--- src/rtl/event_encoder.sv ---
// rtl/event_encoder.sv - edge-detecting 8-line event encoder with round-robin or fixed-priority grant
//
// Purpose:
//   Captures rising edges on eight request lines into a pending set and presents
//   one pending line at a time as a binary code using a valid/ready handshake.
//   After each accepted grant the block returns to IDLE for at least one cycle.
//
// Parameters:
//   RR_EN    1 = round-robin starting at ptr; 0 = fixed priority with index 7 highest
//
// Ports:
//   clk      rising-edge clock for all state
//   rst_n    asynchronous active-low reset
//   req      [7:0] event request lines; a 0->1 transition is one event
//   code     [2:0] index of the presented line, valid while valid=1
//   valid    code holds a presented event
//   ready    consumer accepts code on a clock edge where valid=1 and ready=1
//   pending  [7:0] captured events that have not been accepted yet
//   overflow one-cycle pulse: an event arrived on a line that was already pending

module event_encoder #(
  parameter bit RR_EN = 1'b1
) (
  input  logic       clk,
  input  logic       rst_n,
  input  logic [7:0] req,
  output logic [2:0] code,
  output logic       valid,
  input  logic       ready,
  output logic [7:0] pending,
  output logic       overflow
);

  typedef enum logic {
    IDLE    = 1'b0,
    PRESENT = 1'b1
  } state_t;

  state_t     state;
  state_t     state_nxt;
  logic [7:0] req_q;
  logic [2:0] ptr;
  logic [7:0] evt;
  logic [7:0] clr_mask;
  logic [7:0] pending_nxt;
  logic       overflow_nxt;
  logic       accept;
  logic       load;
  logic [2:0] sel_idx;

  // Rising-edge detect. req_q resets high so a line held high through reset
  // must fall and rise again before it counts as an event.
  assign evt = req & ~req_q;

  // The accepted line is cleared first and new events are OR-ed in afterwards,
  // so an event coinciding with acceptance of its own line is retained and
  // does not count as an overflow.
  assign clr_mask     = accept ? (8'b1 << code) : 8'b0;
  assign pending_nxt  = (pending & ~clr_mask) | evt;
  assign overflow_nxt = |(evt & pending & ~clr_mask);

  // Line selection from the registered pending set.
  always_comb begin
    sel_idx = 3'd0;
    if (RR_EN) begin
      // Walk from farthest to nearest offset so the nearest set bit at or
      // above ptr (wrapping 7->0) is the last assignment and wins.
      for (int k = 7; k >= 0; k--) begin
        if (pending[ptr + 3'(k)]) begin
          sel_idx = ptr + 3'(k);
        end
      end
    end else begin
      // Ascending scan: the highest set bit is the last assignment.
      for (int k = 0; k < 8; k++) begin
        if (pending[k]) begin
          sel_idx = 3'(k);
        end
      end
    end
  end

  // FSM next-state and control.
  always_comb begin
    state_nxt = state;
    load      = 1'b0;
    accept    = 1'b0;
    valid     = 1'b0;
    case (state)
      IDLE: begin
        if (|pending) begin
          load      = 1'b1;
          state_nxt = PRESENT;
        end
      end
      PRESENT: begin
        valid = 1'b1;
        if (ready) begin
          accept    = 1'b1;
          state_nxt = IDLE;
        end
      end
      default: begin
        state_nxt = IDLE;
      end
    endcase
  end

  // FSM state register.
  always_ff @(posedge clk or negedge rst_n) begin
    if (!rst_n) begin
      state <= IDLE;
    end else begin
      state <= state_nxt;
    end
  end

  // Datapath registers.
  always_ff @(posedge clk or negedge rst_n) begin
    if (!rst_n) begin
      req_q    <= 8'hFF;
      pending  <= 8'h00;
      overflow <= 1'b0;
      ptr      <= 3'd0;
      code     <= 3'd0;
    end else begin
      req_q    <= req;
      pending  <= pending_nxt;
      overflow <= overflow_nxt;
      if (load) begin
        code <= sel_idx;
      end
      if (accept) begin
        ptr <= code + 3'd1;
      end
    end
  end

endmodule

--- config.mk ---
export PLATFORM = sky130hd
export DESIGN_NAME = event_encoder
export DESIGN_NICKNAME = d
export VERILOG_FILES = /design/src/rtl/event_encoder.sv
export SDC_FILE = /design/constraint.sdc
export NUM_CORES = 1
export LEC_CHECK = 0
export CELL_PAD_IN_SITES_DETAIL_PLACEMENT = 1
export CELL_PAD_IN_SITES_GLOBAL_PLACEMENT = 2
export CORE_ASPECT_RATIO = 2
export CORE_UTILIZATION = 37
export CTS_BUF_LIST = sky130_fd_sc_hd__clkbuf_8
export CTS_CLUSTER_DIAMETER = 100
export DETAILED_ROUTE_END_ITERATION = 8
export DONT_BUFFER_PORTS = 1
export PLACE_DENSITY_LB_ADDON = 0.1
export SYNTH_ARGS = -nofsm -noshare
export SYNTH_HDL_FRONTEND = slang
export SYNTH_SLANG_ARGS = --single-unit
--- constraint.sdc ---
create_clock -name clk -period 6.6 [get_ports clk]
set_input_delay 1.98 -clock clk [delete_from_list [all_inputs] [get_ports clk]]
set_output_delay 1.98 -clock clk [all_outputs]
set_load 0.005 [all_outputs]
### Yosys cells after proc, flatten, opt, wreduce, memory -nomap -nowiden

Cells that the tools add are included.

| word-level totals | value |
|---|---|
| register bits | 24 |
| bits in latches | 0 |
| memory bits (writable) | 0 |
| bits in read-only memories | 0 |
| input port bits | 11 |
| output and inout port bits | 13 |
| logic and storage cells | 65 |
| memories | 0 |

| operators by class | value |
|---|---|
| $add $sub $neg | 8 |
| $mul | 0 |
| divide/modulo/power cells | 0 |
| order comparisons | 8 |
| equal/unequal tests | 0 |
| shift operators | 1 |
| mux-type cells | 32 |
| bitwise operators | 8 |
| reductions and logical operators | 2 |

Operators with widths:

| operator | number |
|---|---|
| $and 8x8->8 | 4 |
| $lt 3x4->1 const B | 8 |
| $bmux 1 s3 | 8 |
| $mux 3 | 8 |
| $not 8->8 | 2 |
| $reduce_or 8->1 | 2 |
| $mux 1 | 14 |
| $add 3x3->3 const B | 4 |
| $mux 8 | 1 |
| $or 8x8->8 | 1 |
| $shl 1x3->8 const A | 1 |
| $add 3x1->3 const B | 2 |
| $add 3x2->3 const B | 2 |
| $pmux 1 s2 | 1 |
| $not 1->1 | 1 |

### Longest topological paths before layout

Gate-level depths: netlist of run 1.

| logic depth | value |
|---|---|
| depth after elaboration | 11 |
| depth in mapped cells | 11 |
| depth with buffers taken out | 8 |

### Worst setup path after synthesis of run 1

OpenSTA, ideal clock, no wires.

| path | value |
|---|---|
| path type | in2reg |
| start | input ready |
| end | register overflow |
| setup time | 139 ps |
| arrival time | 3016 ps |
| data required time | 6461 ps |
| path slack | 3445 ps |
| stages | 6 |
| buffers on the path | 1 |
| path through | and2_1 -> clkbuf_1 -> nand3_1 -> nand2_1 -> o22ai_1 -> or4_1 |

| on the way | value |
|---|---|
| longest elaborated chain between the ends | 6 |

Ends and longest elaborated chain:

| element | line | source |
|---|---|---|
| from (decl) | 29 | `input logic ready,` |
| $mux 1 | 98 | `if (ready) begin` |
| $mux 1 | 89 | `case (state)` |
| $mux 8 | 58 | `assign clr_mask = accept ? (8'b1 << code) : 8'b0;` |
| $not 8->8 | 60 | `assign overflow_nxt = \|(evt & pending & ~clr_mask);` |
| $and 8x8->8 | 60 |  |
| $reduce_or 8->1 | 60 |  |
| net overflow_nxt | 46 | `logic overflow_nxt;` |
| to (signal assigned) | 129 | `overflow <= overflow_nxt;` |
| to (decl) | 31 | `output logic overflow` |

The timed path passes the listed nets, and every way through them passes these cells.
A chain may end at the register's enable or synchronous reset.

### Final worst setup path of run 1

| path | value |
|---|---|
| start | register ptr[1] |
| end | register code[0] |

| on the way | value |
|---|---|
| longest elaborated chain between the ends | 11 |
| elaborated cells on any way between the ends | 31 |
| classes of those cells | add/sub (7); mux (24) |

Ends and longest elaborated chain:

| element | line | source |
|---|---|---|
| from (decl) | 42 | `logic [2:0] ptr;` |
| from (signal assigned) | 134 | `ptr <= code + 3'd1;` |
| $add 3x3->3 | 69 | `if (pending[ptr + 3'(k)]) begin` |
| $bmux 1 s3 | 69 |  |
| $mux 1 (not written as such) | 69 |  |
| $mux 3 (7 in series) | 69 |  |
| $mux 3 * | 69 |  |
| to (signal assigned) | 131 | `code <= sel_idx;` |
| to (decl) | 27 | `output logic [2:0] code,` |

Every way passes the cells marked *; elsewhere a longest branch is shown, timed or not. The select of a mux whose other input is x is not followed.

==> results of run 1 <==
## cell families (layout without fill, tap and decap cells)
| kind of cell | Yosys count | count (layout) | synth area share (%) |
|---|---|---|---|
| AOI/OAI and AO/OA | 47 | 47 | 16.8 |
| xor gates and xnor gates | 4 | 4 | 2.23 |
| adders and majority gates | 8 | 8 | 5.24 |
| buffers and inverters | 19 | 17 | 5.18 |
| DFF | 24 | 24 | 32.0 |
| muxes | 28 | 28 | 23.9 |
| and+or+nand+nor | 58 | 58 | 14.6 |
## area by class of cell
type | count | share of cell area (%)
clock buffer | 4 | 2.76
inverter | 11 | 2.07
multi-input combinational | 145 | 60.2
sequential | 24 | 30.6
tap | 57 | 3.58
timing repair buffer | 2 | 0.753
## state kept, by name, summed over array words and instances, names as in the netlist
name and count:
overflow 1, req_q 8, code 3, pending 8
state 1, ptr 3
## cells in the final DEF, fill, tap and decap left out, types with 3 or more instances in the layout
cell,netlist,layout
dfstp_2,8,8
nand2_1,27,27
nand2b_1,7,7
mux4_2,10,10
nor2_1,6,6
o21ai_0,15,15
mux2_2,3,3
mux2_4,3,3
nand3_1,5,5
dfrtp_1,16,16
a21oi_1,6,6
ha_1,8,8
mux2i_1,10,10
clkbuf_8,0,4
inv_1,11,11
## power groups by stage
stage | logic (mW) | clock network (mW) | registers (mW)
floorplan | 0.485 | 0 | 0.235
global placement | 0.551 | 0 | 0.300
detailed placement | 0.559 | 0 | 0.305
CTS | 0.562 | 0.102 | 0.301
global route | 0.614 | 0.105 | 0.312
finish | 0.556 | 0.0999 | 0.298
## how the worst max path moves through the flow
stage	startpoint	end	slack, ns	depth (start not counted)
2_1_floorplan	ready	overflow$_DFF_PN0_	3.45	6
3_3_place_gp	ready	overflow$_DFF_PN0_	3.34	5
3_5_place_dp	ready	overflow$_DFF_PN0_	3.30	5
4_1_cts	ptr[1]$_DFFE_PN0P_	code[0]$_DFFE_PN0P_	3.41	8
5_1_grt	ptr[1]$_DFFE_PN0P_	code[0]$_DFFE_PN0P_	3.24	8
6_report	ptr[1]$_DFFE_PN0P_	code[0]$_DFFE_PN0P_	3.45	8
## through the flow
step	hold slack, ns	cells
4_1_cts	0.549	243
3_5_place_dp	0.529	239
6_report	0.540	243
2_1_floorplan	0.498	188
3_3_place_gp	0.508	239
5_1_grt	0.587	243
## metal layers
layer  GRT usage, %  wire length [um]  vias up
met3           2.64               191       13
met1           23.3              1780      745
met4           10.5               198        0
li1               -                 -      693
met2           39.2              3080       37
met5              0                 0        -
==> flow_summary.yaml, run 1 <==
timing:
  slew_headroom_pct: 47.4
  finalHoldViolCount: 0
  rsz0062_at_grt: "no"
  fin_crit_ns: 3.15
  period_share_pct: 47.7
  finalSetupViolCount: 0
  setup_tns_ns: 0
  clock_skew_ns: 0.00693
  layout_setup_ws_ns: 3.45
  worstMarginPinSlew_ns: 0.789
  slew_viol_final: 0
  max_freq_mhz: 318
synth:
  async_reset_ff_share_pct: 100
  synth_cell_types: 51
  syn_area_um2: 1910
  synth_ff_type: "dfrtp_1"
  yosysMostFrequentCell: "nand2_1"
  synth_area_leader_cell: "dfrtp_1"
  synth_common_cells: "27 x nand2_1, 16 x dfrtp_1, 15 x o21ai_0"
  ys_ff_latch: 24
  synth-edff-count: 0
  yosysSeqAreaShare_pct: 32.0
  syn_nets: 207
  ys_warn_count: 0
  synthCells: 188
  synth_area_leaders: "dfrtp_1 21%, mux4_2 12%, dfstp_2 11%"
  synth_top_area_share_pct: 21.0
  syn_area_per_cell_um2: 10.2
worst_setup_path:
  start_kind: "register"
  crit_buf_inv: 2
  r2r_end: "code[0]$_DFFE_PN0P_"
  r2r_cells: 8
  reg2reg_from: "ptr[1]$_DFFE_PN0P_"
  crit_chain: "inv_1, ha_1, inv_1, mux4_2, nand2_1, nand2_1, a311o_1, a21o_1"
  critPathMaxStageDelay_ns: 0.71
  path_class: "register to register"
  worst-path-max-fanout: 13
  arrival_ns: 3.31
  required_ns: 6.76
  slowest_stage: "dfrtp_1"
  cp-end-kind: "register"
  ff2ff_setup_slack_ns: 3.45
  cp_top_family: "flip-flops"
floorplanning:
  start_util_pct: 38.9
  fp-row-count: 36
  die_area_um2: 5470
  core_um2: 4910
  ioPinCount: 24
  die_h_um: 104
  fp.dieW_um: 52.8
pwr:
  clockPowerShare_pct: 10.5
  intPower_mw: 0.503
  power_density_nw_per_um2: 478
  leakagePower_nw: 0.807
  p_sw_mw: 0.450
  p_comb_share_pct: 58.3
  total_power_mw: 0.953
  switching_share_pct: 47.2
  p_seq_share_pct: 31.2
  ir_worst_vdd_mv: 0.211
clock_tree:
  cts_tree: "done"
  cts_resized: 0
  h-tree-depth: 1
  clk_latency_ns: 0.27
  cts_buffers: 3
  clk_pin_slew_worst_paths_ns: 0.08
  holdBufCountCts: 0
  clk_path_buf_depth: 2
  cts_setup_buffers: 0
  cts-root-buf: "clkbuf_8"
  cts.sink_count: 24
cells_and_area:
  stdcell_area_um2: 1990
  nFillCells: 580
  syn_to_final_growth_pct: 4.39
  layout-drive-gt1-share_pct: 18.8
  multi_input_area_um2: 1200
  antenna_cells: 0
  regArea_um2: 611
  layout.nets: 206
  finish.utilization_pct: 40.6
drt:
  drtPass1Iterations: 4
  routed_wirelength_mm: 5.25
  viasPerCell: 6.12
  antenna_left: 0
  drc_errors: 0
  first_iter_violations: 36
  wl_per_cell_um: 21.6
  vias: 1488
global_routing:
  grt_pass1_wl_mm: 8.56
  antenna_found_initial: 0
  grt_pass1_vias: 1616
  grt_overflow: 0
  grt_max_degree: 25
  grt_use_total_pct: 21.7
placed_design:
  gp_congestion: 0.809
  preCtsSetupSlack_ns: 3.30
  dp_hpwl_mm: 4.26
  place_area_um2: 1940
  portBuffers: 0
job:
  cap_violations: 0
outcome:
  status: "complete, no violations"
hold_path:
  hold_start: "req_q[6]$_DFF_PN1_"
  hold_end: "pending[6]$_DFF_PN0_"
  min_delay_path_depth: 1
  hold_path.class: "register to register"
Note: power is estimated with default switching activity, not from simulation.
==> inputs of run 2 (changes only) <==
==> constraint.sdc (replaced) <==
create_clock -name clk -period 3.2 [get_ports clk]
set_input_delay 0.96 -clock clk [delete_from_list [all_inputs] [get_ports clk]]
set_output_delay 0.96 -clock clk [all_outputs]
set_load 0.005 [all_outputs]
==> run 2 against run 1 <==
- global-route usage down 0.24 points
- clock power up 78%
- die area unchanged
- setup slack worse by 2.9 ns
- sequential cell count unchanged
- sequential power up 89%
- first-iteration DRC count up 22%
- sequential share of layout area down 0.077 points
- non-clock buffer count up 2
- clock skew up 0.0030 ns
- critical path type unchanged
==> flow_summary.yaml, run 2 (synthesis gave the netlist of run 1 again) <==
job:
  cap_violations: 0
drt:
  antenna_left: 0
  drc_errors: 0
  first_iter_violations: 44
  drtPass1Iterations: 4
  wl_per_cell_um: 21.2
  routed_wirelength_mm: 5.21
  viasPerCell: 6.18
  vias: 1515
clock_tree:
  holdBufCountCts: 0
  cts.sink_count: 24
  cts_setup_buffers: 0
  h-tree-depth: 1
  cts_resized: 0
  clk_path_buf_depth: 2
  clk_pin_slew_worst_paths_ns: 0.09
  cts_buffers: 3
  clk_latency_ns: 0.26
  cts_tree: "done"
  cts-root-buf: "clkbuf_8"
cells_and_area:
  largestRegisters: "pending: 8 flops, req_q: 8 flops"
  antenna_cells: 0
  final_cell_mix: "27 x nand2_1, 16 x dfrtp_1, 15 x o21ai_0, 12 x inv_1"
  layout-drive-gt1-share_pct: 19.1
  layout.nets: 208
  stdcell_area_um2: 2000
  finish.utilization_pct: 40.7
  final_common_cell: "nand2_1"
  multi_input_area_um2: 1200
  nFillCells: 560
  fin_cells: 245
  syn_to_final_growth_pct: 4.65
  regArea_um2: 611
pwr:
  leakagePower_nw: 0.815
  ir_worst_vdd_mv: 0.422
  power_density_nw_per_um2: 986
worst_setup_path:
  critPathMaxStageDelay_ns: 0.45
  slowest_stage: "xor2_1"
  path_class: "register to register"
  start_kind: "register"
  cp-end-kind: "register"
  crit_buf_inv: 1
  crit_chain: "buf_4, ha_1, xor2_1, mux4_2, and3_1, a311o_1, a21o_1"
  required_ns: 3.36
  arrival_ns: 2.77
  cp_top_family: "XOR/XNOR gates"
  worst-path-max-fanout: 18
timing:
  slew_headroom_pct: 63.3
  finalHoldViolCount: 0
  fin_crit_ns: 2.61
  slew_viol_final: 0
  worstMarginPinSlew_ns: 0.550
  rsz0062_at_grt: "no"
  finalSetupViolCount: 0
  setup_tns_ns: 0
  period_share_pct: 81.4
  clock_skew_ns: 0.00994
  max_freq_mhz: 384
global_routing:
  grt_use_total_pct: 21.5
  grt_pass1_vias: 1669
  grt_overflow: 0
  grt_max_degree: 25
  antenna_found_initial: 0
  grt_pass1_wl_mm: 8.65
floorplanning:
  die_area_um2: 5470
  core_um2: 4910
  start_util_pct: 38.9
  fp-row-count: 36
  fp.dieW_um: 52.8
  die_h_um: 104
  ioPinCount: 24
outcome:
  status: "complete, no violations"
placed_design:
  place_area_um2: 1950
  portBuffers: 0
  gp_congestion: 0.840
  placedCellCount: 241
  dp_hpwl_mm: 4.16
hold_path:
  hold_path.class: "input pin to async pin"
run 2: cell count changes in the layout (fill, tap and decap cells not counted):
cell / change
clkbuf_8: -1
inv_1: +1
buf_4: +2
run 2: through the flow:
| step | hold slack, ns | setup WS [ns] | power (mW) |
|---|---|---|---|
| 2_1_floorplan | 0.498 | 0.556 | 1.49 |
| 5_1_grt | 0.367 | 0.445 | 2.13 |
| 3_3_place_gp | 0.505 | 0.609 | 1.77 |
| 6_report | 0.378 | 0.594 | 1.97 |
| 4_1_cts | 0.374 | 0.583 | 1.99 |
| 3_5_place_dp | 0.517 | 0.595 | 1.80 |
run 2: power by group:
part / internal (mW) / switching [mW]
clock network: 0.0856 / 0.0921
logic: 0.565 / 0.664
registers: 0.382 / 0.182
total: 1.03 / 0.938
run 2: worst paths after layout:
kind	slack, ns	start	cells past startpoint	to
max	0.59	ptr[0]$_DFFE_PN0P_	7	code[0]$_DFFE_PN0P_
min	0.38	rst_n	0	pending[4]$_DFF_PN0_
max reg2reg	0.59	ptr[0]$_DFFE_PN0P_	7	code[0]$_DFFE_PN0P_
min reg2reg	0.53	req_q[6]$_DFF_PN1_	1	pending[6]$_DFF_PN0_
max in group asynchronous	2.64	rst_n	0	req_q[3]$_DFF_PN1_
min in group clk	0.53	req_q[6]$_DFF_PN1_	1	pending[6]$_DFF_PN0_
run 2: layer usage:
metal / part of all wire (%) / GRT usage, % / vias to the layer above
met5: 0 / 0 / -
met4: 4.0 / 9.40 / 0
met3: 4.3 / 3.67 / 13
met2: 58 / 38.1 / 46
met1: 34 / 23.5 / 764
li1: - / - / 692
run 2: worst reg2reg max path, stage by stage, from the launching register on:
cell,delay (ns)
dfrtp_1,0.35
buf_4,0.29
ha_1,0.34
xor2_1,0.45
mux4_2,0.43
and3_1,0.20
a311o_1,0.27
a21o_1,0.17
run 2: final cells by class:
type / instances / area share (%)
Inverter: 11 / 2.07
Clock buffer: 3 / 2.07
Clock inverter: 1 / 0.188
Timing Repair Buffer: 4 / 1.50
Tap cell: 57 / 3.57
Sequential cell: 24 / 30.6
Multi-Input combinational cell: 145 / 60.0
==> inputs of run 3 (changes only) <==
==> constraint.sdc (replaced) <==
create_clock -name clk -period 2.3 [get_ports clk]
set_input_delay 0.69 -clock clk [delete_from_list [all_inputs] [get_ports clk]]
set_output_delay 0.69 -clock clk [all_outputs]
set_load 0.005 [all_outputs]
==> run 3 against run 2 <==
- critical path type unchanged
- wire length grew 15%
- fmax grew 14%
- sequential share of layout area shrank 4.1 points
- hold slack lost 0.28 ns
- die area is the same
- final cell count grew 13%
- count of clock-buffer cells in the layout grew 1
- setup slack lost 0.58 ns
- sequential cell count is the same
==> flow_summary.yaml, run 3 (synthesis gave the netlist of run 1 again) <==
worst_setup_path:
  start_kind: "register"
  required_ns: 2.47
  critPathMaxStageDelay_ns: 0.56
  cp-end-kind: "register"
  arrival_ns: 2.46
  crit_chain: "buf_6, inv_8, ha_4, inv_6, mux4_2, and3_4, a311o_1, a21o_1"
  slowest_stage: "mux4_2"
  path_class: "register to register"
  worst-path-max-fanout: 8
cells_and_area:
  nFillCells: 563
  largestRegisters: "pending: 8 flops, req_q: 8 flops"
  final_cell_mix: "33 x buf_4, 27 x nand2_1, 16 x dfrtp_1, 15 x o21ai_0"
  antenna_cells: 0
  syn_to_final_growth_pct: 21.0
  final_common_cell: "buf_4"
  layout.nets: 239
  layout-drive-gt1-share_pct: 33.8
drt:
  drc_errors: 0
  wl_per_cell_um: 21.7
  drtPass1Iterations: 4
  routed_wirelength_mm: 6.00
  antenna_left: 0
  first_iter_violations: 15
  viasPerCell: 6.03
  vias: 1665
timing:
  fin_crit_ns: 2.29
  rsz0062_at_grt: "yes"
  worstMarginPinSlew_ns: 0.554
  finalHoldViolCount: 0
  max_freq_mhz: 437
  slew_headroom_pct: 63.0
  clock_skew_ns: 0.00503
  slew_viol_final: 0
  whs_ns: 0.100
  finalSetupViolCount: 0
  period_share_pct: 99.5
clock_tree:
  cts-root-buf: "clkbuf_8"
  clk_pin_slew_worst_paths_ns: 0.09
  holdBufCountCts: 0
  clk_latency_ns: 0.27
  clk_path_buf_depth: 2
  h-tree-depth: 1
  cts_buffers: 3
  cts.sink_count: 24
  cts_tree: "done"
floorplanning:
  core_um2: 4910
  fp.dieW_um: 52.8
  start_util_pct: 38.9
  die_area_um2: 5470
  ioPinCount: 24
  die_h_um: 104
  fp-row-count: 36
pwr:
  total_power_mw: 3.36
  leakagePower_nw: 0.972
  ir_worst_vdd_mv: 0.734
  power_density_nw_per_um2: 1450
global_routing:
  grt_pass1_vias: 1926
  grt_max_degree: 25
  grt_pass1_wl_mm: 9.64
  grt_use_total_pct: 24.5
  grt_overflow: 0
  antenna_found_initial: 0
placed_design:
  portBuffers: 0
  gp_congestion: 0.926
  dp_hpwl_mm: 5.04
hold_path:
  hold_path.class: "input pin to async pin"
outcome:
  status: "complete, no violations"
job:
  cap_violations: 0
[run 3: cell type report]
type	instances	area, um^2	area share [%]
tap	57	71.3	3.09
multi-input combinational	145	1250	54.1
inverter	11	53.8	2.33
timing repair buffer	35	270	11.7
clock buffer	4	55.1	2.38
sequential	24	611	26.4
[run 3: repair_timing]
item / in CTS / in global routing
pin swaps: 0 / 2
endpoints found under the setup margin: 3 / 2
gates resized for setup: 2 / 4
hold endpoints to repair: 0 / 0
buffers inserted: 0 / 6
[run 3: metrics by stage]
step / setup WS (ns) / std cells / setup TNS, ns / cell area, um^2 / util, %
after detailed placement: -0.0185 / 266 / -0.0211 / 2170 / 44.1
after floorplan: 0.00754 / 188 / 0 / 1950 / -
after global routing: -0.0440 / 276 / -0.0589 / 2310 / 47.0
final: 0.0110 / 276 / 0 / 2310 / 47.0
after global placement: 0.0673 / 266 / 0 / 2170 / 44.1
after CTS: 0.00254 / 270 / 0 / 2240 / 45.5
[run 3: path summary, 6_finish.rpt]
check,from,end,slack (ns),cells past startpoint
max,ptr[0]$_DFFE_PN0P_,code[0]$_DFFE_PN0P_,0.01,8
min,rst_n,pending[3]$_DFF_PN0_,0.10,0
max reg2reg,ptr[0]$_DFFE_PN0P_,code[0]$_DFFE_PN0P_,0.01,8
min reg2reg,req_q[4]$_DFF_PN1_,pending[4]$_DFF_PN0_,0.53,1
max in group asynchronous,rst_n,req_q[5]$_DFF_PN1_,2.03,0
min in group clk,req[3],req_q[3]$_DFF_PN1_,0.40,0
[run 3: worst max-delay path, delay by kind of cell, from the launching register on]
kind                       cells  cell delay [ns]
muxes                          1             0.56
DFF                            1             0.44
AOI/OAI and AO/OA              2             0.43
buffers and inverters          3             0.32
adders and majority gates      1             0.25
and+or+nand+nor                1             0.18
[run 3: layer usage]
metal | part of all wire [%] | global-route usage (%) | up-vias | wire length [um]
met4 | 6.3 | 16.5 | 0 | 378
met2 | 59 | 45.1 | 44 | 3560
met3 | 2.9 | 2.94 | 19 | 175
met1 | 31 | 22.8 | 842 | 1880
met5 | 0 | 0 | - | 0
li1 | - | - | 760 | -
[run 3: power by group]
part / switching (mW) / internal (mW) / total [mW]
registers: 0.227 / 0.533 / 0.761
logic: 1.14 / 1.16 / 2.30
clock network: 0.139 / 0.153 / 0.292
total: 1.51 / 1.85 / 3.36
==> patch 1: new RTL, flow settings as in run 2 <==
Register the output `overflow` once more, with the module's reset; this adds one clock of latency there. The other outputs are not delayed to match. Comments in the files are not updated.
--- a/src/rtl/event_encoder.sv
+++ b/src/rtl/event_encoder.sv
@@ -37,2 +37,4 @@
   } state_t;
+
+  logic overflow_s0;
 
@@ -122,3 +124,3 @@
       pending  <= 8'h00;
-      overflow <= 1'b0;
+      overflow_s0 <= 1'b0;
       ptr      <= 3'd0;
@@ -128,3 +130,3 @@
       pending  <= pending_nxt;
-      overflow <= overflow_nxt;
+      overflow_s0 <= overflow_nxt;
       if (load) begin
@@ -138,2 +140,10 @@
 
+  always_ff @(posedge clk or negedge rst_n) begin
+    if (!rst_n) begin
+      overflow <= '0;
+    end else begin
+      overflow <= overflow_s0;
+    end
+  end
+
 endmodule
Function: changed (Yosys sat finds a counterexample within 10 cycles, from zero or initial values and one cycle with rst_n low).
==> patch 1 against run 2 <==
- wire length up 2.0%
- combinational power barely moved
- cell area increased by 1.3%
- non-clock buffer count stayed put
- first-iteration DRC count decreased by 34%
- via count is essentially flat
- sequential cell count increased by 1
- total power up 1.2%
- sequential share of layout area up 0.86 points
- area after synthesis increased by 1.3%
- maximum frequency is 3.4% lower
- setup slack got worse by 0.092 ns
- final cell count increased by 0.41%
==> patch 1: results (changes against run 2) <==
[placed_design]
io_buffer_count = 0  ; unchanged
dp.cells = 242  ; was 241
dpl_worst_slack_ns = 0.561  ; was 0.595 ns
place_congestion = 0.843  ; was 0.840
placed_area_um2 = 1980  ; was 1950 um2
dpl.hpwl_um = 4230  ; was 4160 um

[global_route]
grt_pass1_wl_um = 8670  ; was 8650 um
grt_pass1_vias = 1670  ; was 1669
grt_usage_pct = 22.0  ; was 21.5%
grt_start_max_net_pins = 26  ; was 25

[logic_synthesis]
synth_area_per_cell_um2 = 10.2  ; about the same
dominantRegCellSynth = dfrtp_1  ; unchanged
syn-num-nets = 208  ; was 207
yosysSeqAreaShare_pct = 32.9  ; was 32.0%
synthTopCellsByCount = nand2_1 (27), dfrtp_1 (17), o21ai_0 (15)  ; was nand2_1 (27), dfrtp_1 (16), o21ai_0 (15)
synthTopCellsByArea = dfrtp_1 (22%), mux4_2 (12%), dfstp_2 (11%)  ; was dfrtp_1 (21%), mux4_2 (12%), dfstp_2 (11%)

[detailed_routing]
drt_iter0_drc = 29  ; was 44
drc = 0  ; unchanged
via_per_inst = 6.15  ; was 6.18
wirelength_um = 5310  ; was 5210 um
first_pass_iters = 3  ; was 4
post_drt_wl_per_cell_um = 21.6  ; was 21.2 um

[critical_path]
max_stage_delay_ns = 0.51  ; was 0.45 ns
arrival_ns = 2.86  ; was 2.77 ns
cp_top_family = XOR/XNOR gates  ; unchanged

[pwr]
p_sw_mw = 0.947  ; was 0.938 mW
p_leak_nw = 0.825  ; was 0.815 nW
p_seq_mw = 0.584  ; was 0.564 mW
ir_drop_mv = 0.537  ; was 0.422 mV
seqPwrFrac_pct = 29.3  ; was 28.6%

[clocking]
cts_root_buf = clkbuf_8  ; unchanged

[sta]
clock_skew_ns = 0.00521  ; was 0.00994 ns
relSlewSlack_pct = 61.0  ; was 63.3%

[layout]
fillCellCount = 591  ; was 560
drive_above_1_share_pct = 19.0  ; was 19.1%

[worst_hold_path]
hp-class = reg -> reg  ; was in -> async

[run_status]
status = complete, no violations  ; unchanged

==> patch 1: cell types whose count changed after synthesis, sizes merged <==
cell,before,now
dfrtp,16,17
==> patch 1: routing by layer <==
metal  part of all wire [%]  vias to the layer above  GRT usage [%]
met5                      0                        -              0
met2                     57                       35           38.8
met1                     35                      766           23.3
li1                       -                      695              -
met4                    4.6                        0           12.0
met3                    3.3                       18           3.22
==> patch 1: cells by family (layout without fill, tap and decap cells) <==
family / after synthesis / after routing / share of synthesized area, %
simple gates: 58 / 58 / 14.4
compound gates: 47 / 47 / 16.6
mux: 28 / 28 / 23.6
flops: 25 / 25 / 32.9
buf+inv: 19 / 19 / 5.11
fa+ha+maj: 8 / 8 / 5.17
xor+xnor: 4 / 4 / 2.20
==> patch 1: final cells by class <==
cell class / count / area, um2 / area share (%)
Tap cell: 57 / 71.3 / 3.53
Timing Repair Buffer: 4 / 30.0 / 1.48
Inverter: 11 / 41.3 / 2.04
Clock inverter: 1 / 3.75 / 0.186
Sequential cell: 25 / 636 / 31.4
Multi-Input combinational cell: 145 / 1200 / 59.3
Clock buffer: 3 / 41.3 / 2.04
==> patch 1: final timing paths <==
path | from | to | slack, ns | depth (start not counted)
max | ptr[0]$_DFFE_PN0P_ | code[0]$_DFFE_PN0P_ | 0.50 | 7
min | overflow_s0$_DFF_PN0_ | overflow$_DFF_PN0_ | 0.36 | 0
max reg2reg | ptr[0]$_DFFE_PN0P_ | code[0]$_DFFE_PN0P_ | 0.50 | 7
min reg2reg | overflow_s0$_DFF_PN0_ | overflow$_DFF_PN0_ | 0.36 | 0
max in group asynchronous | rst_n | req_q[3]$_DFF_PN1_ | 2.65 | 0
min in group asynchronous | rst_n | overflow$_DFF_PN0_ | 0.37 | 0
==> patch 2: new RTL, settings of run 2 <==
Made on the original files. Reset style: synchronous (`rst_n`), changed in 2 clocked blocks. Comments in the files are not updated.
--- a/src/rtl/event_encoder.sv
+++ b/src/rtl/event_encoder.sv
@@ -109,3 +109,3 @@
   // FSM state register.
-  always_ff @(posedge clk or negedge rst_n) begin
+  always_ff @(posedge clk) begin
     if (!rst_n) begin
@@ -118,3 +118,3 @@
   // Datapath registers.
-  always_ff @(posedge clk or negedge rst_n) begin
+  always_ff @(posedge clk) begin
     if (!rst_n) begin
Formal check against the unedited RTL: differs if rst_n is asserted again (counterexample within 4 cycles, from zero or initial values and one cycle with rst_n low); with rst_n held inactive, the same outputs for 10 cycles.
==> patch 2 against run 2 <==
- cell area is 1.7% higher
- synthesized cell count grew 23%
- wire length up 11%
- critical path depth grew 2
- area after synthesis increased by 1.3%
- sequential cell count did not move
- maximum frequency shrank 8.2%
- setup slack got worse by 0.23 ns
- critical path type unchanged
- critical endpoint is now code[2]$_SDFFE_PN0P_
Power is not compared: it rests on default switching activity, and its combinational part moved more than twofold at a synthesized area within 25%.
==> patch 2: results (changes against run 2) <==
[layout]
num-nonclk-buffers = 3  ; was 4
inv_count = 9  ; was 11
drive_above_1_share_pct = 14.9  ; was 19.1%
fillCellCount = 627  ; was 560
stdcell_area_um2 = 2030  ; was 2000 um2
multi_input_area_share_pct = 66.6  ; was 60.0%
clock_area_share_pct = 3.51  ; was 2.25%
buf_share_pct = 1.11  ; was 1.50%
seq_area_share_pct = 23.6  ; was 30.6%
multi_input_cells = 188  ; was 145

[logic_synthesis]
ys_types = 52  ; was 51
async_flop_share_pct = 0  ; was 100%
yosysWarnings = 0  ; unchanged
syn-num-nets = 250  ; was 207
yosysSeqAreaShare_pct = 24.8  ; was 32.0%
synthTopCellsByArea = dfxtp_1 (25%), nand2_1 (5.8%), ha_1 (5.2%)  ; was dfrtp_1 (21%), mux4_2 (12%), dfstp_2 (11%)
synth_area_per_cell_um2 = 8.37  ; was 10.2 um2
synthTopCellsByCount = nand2_1 (30), dfxtp_1 (24), nor2_1 (22)  ; was nand2_1 (27), dfrtp_1 (16), o21ai_0 (15)

[critical_path]
worst-path-buf-inv = 1  ; unchanged
crit_fanout = 14  ; was 18
cp_top_family = compound AO/OA/AOI/OAI gates  ; was XOR/XNOR gates
max_stage_delay_ns = 0.70  ; was 0.45 ns
arrival_ns = 3.06  ; was 2.77 ns
cp_slowest_cell = ha_1  ; was xor2_1

[clocking]
clock_latency_ns = 0.27
post_cts_buffers = 0  ; unchanged
cts_max_level = 1  ; unchanged
path_clk_slew_ns = 0.09  ; about the same
clockBufferDepth = 2  ; unchanged
ctsResizeCount = 0  ; unchanged

[detailed_routing]
drt_iter0_drc = 13  ; was 44
vias = 1677  ; was 1515
post_drt_wl_per_cell_um = 20.3  ; was 21.2 um
wirelength_um = 5790  ; was 5210 um

[global_route]
grt_start_max_net_pins = 21  ; was 25
grt_pass1_vias = 1829  ; was 1669
grt_pass1_wl_um = 9120  ; was 8650 um
grt_usage_pct = 22.7  ; was 21.5%

[sta]
relSlewSlack_pct = 57.7  ; was 63.3%
clock_skew_ns = 0.00532  ; was 0.00994 ns

[placed_design]
dpl_worst_slack_ns = 0.371  ; was 0.595 ns
place_congestion = 0.810  ; was 0.840
dp.cells = 281  ; was 241
dpl.hpwl_um = 4610  ; was 4160 um
placed_area_um2 = 1960  ; was 1950 um2

[run_status]
status = complete, no violations  ; unchanged

[worst_hold_path]
hp-class = reg -> reg  ; was in -> async

## patch 2: changes by cell type after synthesis, moves of 4 or more
cell / before / now
a21oi_1: 6 / 17
dfrtp_1: 16 / 0
dfstp_2: 8 / 0
dfxtp_1: 0 / 24
mux2_2: 3 / 8
mux4_2: 10 / 4
nand2b_1: 7 / 16
nand3_1: 5 / 9
nor2_1: 6 / 22
## patch 2: where the power goes
part	leakage, nW	switching (mW)	total, mW	internal [mW]
combinational	0.525	0.241	0.413	0.172
clock	0.0357	0.104	0.272	0.167
sequential	0.198	0.0500	0.376	0.326
total	0.759	0.395	1.06	0.666
## patch 2: cell families after synthesis
| group | share of synthesized area [%] |
|---|---|
| compound gates | 20.4 |
| xor+xnor | 3.62 |
| fa+ha+maj | 5.17 |
| buf+inv | 5.24 |
| flops | 24.8 |
| mux | 17.1 |
| simple gates | 23.6 |
## patch 2: per-layer routing
layer	global-route usage [%]	wire [um]
met5	0	0
met4	11.1	246
met3	2.49	138
met2	44.1	3360
met1	21.1	2040
## patch 2: path summary, 6_finish.rpt
path                             from               endpoint  slack, ns  cells after the start
setup reg to reg  ptr[0]$_SDFFE_PN0P_   code[2]$_SDFFE_PN0P_       0.36                      9
hold / removal    req_q[3]$_SDFF_PN1_  pending[3]$_SDFF_PN0_       0.51                      2
hold reg to reg   req_q[3]$_SDFF_PN1_  pending[3]$_SDFF_PN0_       0.51                      2
setup / recovery  ptr[0]$_SDFFE_PN0P_   code[2]$_SDFFE_PN0P_       0.36                      9
## patch 2: per-stage QoR
step / utilization, % / hold WS (ns)
finish: 41.0 / 0.513
detailed placement: 39.6 / 0.505
global route: 41.0 / 0.530
CTS: 41.0 / 0.520
floorplan: - / 0.479
global placement: 39.6 / 0.492
